==> src/rtl/inst_fetch.sv <==
`timescale 1ns/1ps
`default_nettype none
// ============================================================================
// Module   : inst_fetch
// Brief    : PC, in-order instruction-memory requests, fetch queue to IF/ID.
// Revision : 1.0
// ============================================================================
module inst_fetch #(
    parameter int                ADDR_W   = 32,
    parameter logic [ADDR_W-1:0] RESET_PC = '0,
    parameter int                DEPTH    = 2
) (
    input  logic              clk,
    input  logic              rst,
    output logic              imem_req,
    output logic [ADDR_W-1:0] imem_addr,
    input  logic              imem_gnt,
    input  logic              imem_rvalid,
    input  logic [31:0]       imem_rdata,
    input  logic              jump_valid,
    input  logic [ADDR_W-1:0] jump_target,
    input  logic              stall,
    output logic [31:0]       inst,
    output logic [ADDR_W-1:0] pc_addr,
    output logic              inst_valid
);
    localparam int               c_PTR_W = (DEPTH > 1) ? $clog2(DEPTH) : 1;
    localparam int               c_CNT_W = $clog2(DEPTH + 1);
    localparam logic [c_CNT_W:0] c_DEPTH = (c_CNT_W + 1)'(DEPTH);

    logic [ADDR_W-1:0]  r_pc;
    logic [c_CNT_W-1:0] r_outst;
    logic [c_CNT_W-1:0] r_drop;
    logic [c_CNT_W-1:0] r_count;
    logic [c_PTR_W-1:0] r_q_head;
    logic [c_PTR_W-1:0] r_q_tail;
    logic [c_PTR_W-1:0] r_p_head;
    logic [c_PTR_W-1:0] r_p_tail;
    logic [ADDR_W-1:0]  r_q_pc   [DEPTH];
    logic [31:0]        r_q_inst [DEPTH];
    logic [ADDR_W-1:0]  r_p_pc   [DEPTH];

    logic               w_valid;
    logic               w_pop;
    logic               w_xfer;
    logic               w_resp;
    logic               w_keep;
    logic               w_discard;
    logic [c_CNT_W:0]   w_credit_used;
    logic               w_unused_jump_lsb;

    assign w_valid   = (r_count != '0);
    assign w_pop     = w_valid && !stall && !jump_valid;
    // The slot freed by this cycle's pop is reusable at once; this keeps one
    // instruction per cycle with a 1-cycle memory and DEPTH = 2.
    assign w_credit_used = {1'b0, r_outst} + {1'b0, r_count} - (c_CNT_W + 1)'(w_pop);
    assign imem_req  = !rst && !jump_valid && (w_credit_used < c_DEPTH);
    assign imem_addr = r_pc;
    assign w_xfer    = imem_req && imem_gnt;
    // A response with nothing outstanding is a protocol error and is ignored.
    assign w_resp    = imem_rvalid && (r_outst != '0);
    assign w_keep    = w_resp && !jump_valid && (r_drop == '0);
    assign w_discard = w_resp && !jump_valid && (r_drop != '0);

    assign w_unused_jump_lsb = ^jump_target[1:0];

    assign inst       = w_valid ? r_q_inst[r_q_head] : 32'h0;
    assign pc_addr    = w_valid ? r_q_pc[r_q_head]   : '0;
    assign inst_valid = w_valid;

    always_ff @(posedge clk or posedge rst) begin
        if (rst) begin
            r_pc     <= RESET_PC;
            r_outst  <= '0;
            r_drop   <= '0;
            r_count  <= '0;
            r_q_head <= '0;
            r_q_tail <= '0;
            r_p_head <= '0;
            r_p_tail <= '0;
        end else begin
            if (w_xfer) begin
                r_pc     <= r_pc + ADDR_W'(4);
                r_p_tail <= r_p_tail + c_PTR_W'(1);
            end else if (jump_valid) begin
                r_pc <= {jump_target[ADDR_W-1:2], 2'b00};
            end

            if (w_resp) begin
                r_p_head <= r_p_head + c_PTR_W'(1);
            end

            r_outst <= r_outst + c_CNT_W'(w_xfer) - c_CNT_W'(w_resp);

            if (jump_valid) begin
                // Everything still in flight after this cycle belongs to the old path.
                r_drop   <= r_outst - c_CNT_W'(w_resp);
                r_count  <= '0;
                r_q_head <= '0;
                r_q_tail <= '0;
            end else begin
                if (w_discard) begin
                    r_drop <= r_drop - c_CNT_W'(1);
                end
                if (w_keep) begin
                    r_q_tail <= r_q_tail + c_PTR_W'(1);
                end
                if (w_pop) begin
                    r_q_head <= r_q_head + c_PTR_W'(1);
                end
                case ({w_keep, w_pop})
                    2'b10:   r_count <= r_count + c_CNT_W'(1);
                    2'b01:   r_count <= r_count - c_CNT_W'(1);
                    default: r_count <= r_count;
                endcase
            end
        end
    end

    always_ff @(posedge clk) begin
        if (w_xfer) begin
            r_p_pc[r_p_tail] <= r_pc;
        end
        if (w_keep) begin
            r_q_pc[r_q_tail]   <= r_p_pc[r_p_head];
            r_q_inst[r_q_tail] <= imem_rdata;
        end
    end

endmodule
`default_nettype wire

==> config.mk <==
export PLATFORM = sky130hd
export DESIGN_NAME = inst_fetch
export DESIGN_NICKNAME = d
export VERILOG_FILES = /design/src/rtl/inst_fetch.sv
export SDC_FILE = /design/constraint.sdc
export NUM_CORES = 1
export LEC_CHECK = 0
export BUFFER_PORTS_ARGS = -buffer_cell sky130_fd_sc_hd__buf_2
export CORE_MARGIN = 1
export CORE_UTILIZATION = 35
export CTS_CLUSTER_DIAMETER = 150
export DETAILED_ROUTE_END_ITERATION = 16
export SLEW_MARGIN = 20
export SYNTH_ARGS = -nofsm -noshare
export SYNTH_HDL_FRONTEND = slang
export SYNTH_SLANG_ARGS = --single-unit
==> constraint.sdc <==
create_clock -name clk -period 9 [get_ports clk]
set_input_delay 1.8 -clock clk [delete_from_list [all_inputs] [get_ports clk]]
set_output_delay 1.8 -clock clk [all_outputs]
set_load 0.005 [all_outputs]
Word-level counts from Yosys, hierarchy flattened:

Memory sizes are Yosys's and may differ from the RTL's.
Index checks and enable logic that the tools add are counted.

* multiplexer cells: 16
* reductions and logical operators: 21
* $add $sub $neg: 13
* $lt $le $gt $ge: 1
* equal/unequal tests: 2

Operator list (number)
* $mux 32: 4
* $add 32x3->32 const B: 1
* $reduce_bool 2->1: 7
* $logic_and 1x1->1: 9
* $mux 1: 8
* $mux 2: 3
* $add 1x1->1 const B: 4
* $pmux 2 s2: 1
* $sub 2x1->2: 2
* $sub 2x1->2 const B: 2
* $add 2x2->3: 1
* $logic_not 1->1: 3
* $lt 3x2->1 const B: 1
* $reduce_bool 3->1: 1
* $sub 3x1->3: 1
* $add 2x1->2: 1
* $add 2x1->2 const B: 1
* $eq 2x1->1 const B: 1
* $eq 2x2->1 const B: 1
* $logic_not 2->1: 1

* register bits after elaboration: 42
* memories: 3
* input bits: 70
* logic and storage cells: 64
* output and inout port bits: 98
* bits in writable memories: 192

Memories
* r_p_pc: depth 2, width 32, rd ports 1, clocked after Yosys merged registers in 0, write ports 1, line 41 `logic [ADDR_W-1:0] r_p_pc [DEPTH];`
* r_q_inst: depth 2, width 32, rd ports 1, clocked after Yosys merged registers in 0, write ports 1, line 40 `logic [31:0] r_q_inst [DEPTH];`
* r_q_pc: depth 2, width 32, rd ports 1, clocked after Yosys merged registers in 0, write ports 1, line 39 `logic [ADDR_W-1:0] r_q_pc [DEPTH];`

Depth between registers and ports, before layout:

* depth after elaboration: 9
* depth in mapped cells: 16
* depth with buffers taken out: 13

Worst setup path after synthesis:

OpenSTA, ideal clock, no wires.

* path type: input port to flip-flop
* start: input port jump_valid
* end: memory r_q_inst[1][0], enable pin
* buffers on the path: 3
* setup slack: 1535 ps
* stages: 4
* required time: 8429 ps
* data arrival time: 6894 ps
* setup time: 571 ps
* cells stage by stage: buf_6 > clkbuf_1 > buf_1 > nor3b_1

* longest elaborated chain between the ends: 5

RTL lines
* from (decl): line 20 `input logic jump_valid,`
* $logic_not 1->1: line 62 `assign w_keep = w_resp && !jump_valid && (r_drop == '0);`
* $logic_and 1x1->1 (2 in series): line 62
* $mux 1: line 124 `if (w_keep) begin`
* $mux 1 (implied by the code): line 126 `r_q_inst[r_q_tail] <= imem_rdata;`
* to (decl): line 40

No other way between the ends.

Worst setup path in the final report:

* start: input port jump_valid
* end: output port imem_req

* longest elaborated chain between the ends: 5
* elaborated cells on any way between the ends: 6
* classes of those cells: add/sub (1); order compare (1); reduce/logical (4)

RTL lines
* $logic_not 1->1 (*): line 53, 57
* $logic_and 1x1->1: line 53 `assign w_pop = w_valid && !stall && !jump_valid;`
* $sub 3x1->3: line 56 `assign w_credit_used = {1'b0, r_outst} + {1'b0, r_count} - (c_CNT_W + 1)'(w_pop);`
* $lt 3x2->1: line 57 `assign imem_req = !rst && !jump_valid && (w_credit_used < c_DEPTH);`
* $logic_and 1x1->1 (*): line 57
* to (decl): line 15 `output logic imem_req,`

Mark *: on every way between the ends. The rest lies on a longest branch, timed or not.

==> flow_summary.ini <==
[sta]
post_route_clock_period_utilization_pct = 62.4
report.final.setup_viol = 0
timing.final.crit_period_ns = 5.61
maxSlewHeadroom_pct = 19.4
final.hold.worst_slack_ns = 0.515
report.final.hold_viol_count = 0
slew_violations = 0
max_clock_freq_mhz = 178
worst_clock_skew_ns = 0.0196
grt_setup_unrepaired = false
tightestPinTransition_ns = 1.20
final_critical_path_setup_slack_ns = 3.39
setup_tns_ns = 0

[setup_path]
required_ns = 7.20
kind_of_start_point_of_the_critical_path = input pin
rr_worst_depth = 10
critical_path_arrival_ns = 3.81
reg_to_reg_start = r_count[0]
regToRegEndpoint = imem_addr[18]
critPathCaptureType = primary output
crit_path_start = jump_valid
crit_type = input pin to primary output
crit_path_max_fanout = 45
ff_to_ff_setup_slack_ns = 5.31

[yosys]
yosysTopAreaCell = edfxtp_1
ys_seq_area_share_pct = 70.6
netlist_area_mm2 = 0.00925
post_synth.cell_area_avg_um2 = 14.7
netlist-cell-type-count = 53
ff_latch_count_synth = 224
post_synth_inst_count = 630
ys.warnings.count = 0
synth_enable_flop_cells = 184
synthDominantCellAreaShare_pct = 59.8
post_synth_main_area_contributors = edfxtp_1 (60%), dfrtp_1 (11%), mux2i_1 (7.1%)
synth_flop_cell = edfxtp_1
async_flop_share_pct = 17.9

[placed_design]
dp_cells = 1109
routabilityCongestion = 0.769
detailedPlace.worstSlack_ns = 3.38
numPortBuffers = 161
dp_hpwl_mm = 13.4
post_dp_cell_area_mm2 = 0.0105

[global_routing]
antenna_found_initial = 0
grt_first_pass_wirelength_mm = 31.0
grt_use_total_pct = 15.1
total_gr_overflow = 0
pin_count_of_the_biggest_net_entering_global_routing = 66
first_global_vias = 5491

[clock_tree]
cts_setup_buffers = 0
clock_tree.buffer_depth = 3
cts_sinks = 224
numCtsBuffers = 25
clock_tree.root_cell = clkbuf_16
tritoncts = built
ctsResizeCount = 0
clock_tree.htree_level_count = 1
worstSkewPairLatency_ns = 0.51
post_cts_hold_buffer_count = 0
clk_pin_slew_ns = 0.06

[layout]
stdcell_count = 1154
post_route_standard_cell_area_excluding_fillers_mm2 = 0.0113
layout_commonest_cell = edfxtp_1
multiInputGateArea_mm2 = 0.00254
drive_gt1_share_pct = 30.4
numnets_final = 879
register_area_mm2 = 0.00653
postLayoutCoreUtil_pct = 43.3
area_delta_synth_final_pct = 21.7
fillCellCount = 2416
mostFrequentLayoutCells = edfxtp_1 (184), buf_2 (161), nor2_1 (77), mux2i_1 (66), dfrtp_1 (39)

[floorplan]
chipHeight_um = 165
design.die.area_mm2 = 0.0271
dieWidth_um = 165
io-pin-count = 168
initial_core_util_pct = 35.6
floorplan.rows = 59
fp.coreArea_mm2 = 0.0260

[route]
firstDrtPassIters = 5
maxUsedRoutingLayer = met4
drt_drc_violations_left = 0
antenna_left = 0
vias_per_cell = 4.96
wl_met1_mm = 9.07
dr_total_vias = 5728
totalWireLength_mm = 20.7
met2WireLength_mm = 9.85
wl_per_cell_um = 17.9
detail_route.iter0.violations = 298
met3_wirelength_mm = 1.40

[min_path]
min_path_cells = 1
hp-class = flop to flop
worstHoldStart = r_p_tail
hold_path_end = r_p_tail

[power_and_ir_drop]
power.leakage_nw = 4.18
pwr_density_cell_mw_per_mm2 = 239
peakVddDrop_v = 0.000113
total_power_mw = 2.69

[job]
maxCapViolCount = 0

[outcome]
run_status = finished clean
==> flip-flops by register name, summed over array words and instances, names as in the netlist <==
signal	flops
imem_addr	30
r_q_head	1
r_q_inst	64
r_p_head	1
r_count	2
r_q_pc	60
r_p_tail	1
r_p_pc	60
r_q_tail	1
r_drop	2
r_outst	2
==> cell usage after synthesis (2+ instances only) <==
| master | count |
|---|---|
| a21oi_1 | 9 |
| o22ai_1 | 4 |
| and2_1 | 2 |
| buf_1 | 10 |
| xnor2_1 | 9 |
| nand2b_1 | 2 |
| nor3_1 | 5 |
| a31o_2 | 3 |
| nand4_1 | 12 |
| or3_1 | 8 |
| nand3_1 | 16 |
| buf_4 | 4 |
| clkbuf_1 | 16 |
| or4_1 | 2 |
| edfxtp_1 | 184 |
| a221o_1 | 2 |
| a22oi_1 | 3 |
| inv_1 | 17 |
| mux2i_1 | 66 |
| o21ai_0 | 11 |
| ha_1 | 7 |
| o211ai_1 | 12 |
| nor2_1 | 79 |
| and4_1 | 2 |
| dfrtp_1 | 40 |
| mux2_2 | 30 |
| nor4_1 | 4 |
| nor2b_1 | 2 |
| o311ai_0 | 5 |
| xor2_1 | 2 |
| a211oi_1 | 4 |
| nand2_1 | 27 |
| and3_1 | 11 |
==> report_power, final <==
part / internal, mW / leakage, nW / switching [mW]
sequential: 1.23 / 2.14 / 0.0650
combinational: 0.186 / 1.66 / 0.228
clock: 0.599 / 0.384 / 0.381
==> worst max-delay path: stages <==
cell and delay [ns]:
buf_2 0.07, buf_4 0.41, nor3_1 0.12, ha_1 0.28, nand2b_1 0.15, fa_1 0.41
xor2_1 0.22, and4_1 0.21, buf_2 0.11
==> metal layers <==
layer	vias to the layer above	GRT usage, %
met2	182	25.4
li1	2716	-
met5	-	0
met3	22	2.86
met4	0	3.46
met1	2808	20.0
==> worst max-delay path by stage <==
stage                     end  slack [ns]  depth (start not counted)
2_1_floorplan  r_q_inst[1][0]        1.53                          4
3_3_place_gp         imem_req        3.38                          9
3_5_place_dp         imem_req        3.38                          9
4_1_cts              imem_req        3.36                          9
5_1_grt              imem_req        3.27                          9
6_report             imem_req        3.39                          9
==> logic make-up after synthesis <==
logic type | count (synthesis) | synth area share (%)
flip-flops | 224 | 70.6
AND/OR/NAND/NOR | 178 | 9.37
multiplexers | 96 | 10.8
AO/OA/AOI/OAI | 62 | 4.71
buffers and inverters | 50 | 2.29
XOR/XNOR | 11 | 1.04
adder cells (fa/ha/maj) | 8 | 1.16
other | 1 | 0.0406
==> area by class of cell <==
class | instances | share of cell area (%)
inverters | 18 | 0.600
multi-input cells | 359 | 22.6
diodes | 1 | 0.0222
clock buffers | 36 | 6.28
clock inverters | 8 | 0.812
repair buffers | 173 | 7.96
well taps | 335 | 3.73
flip-flops and latches | 224 | 58.0
(Power assumes the default switching activity.)
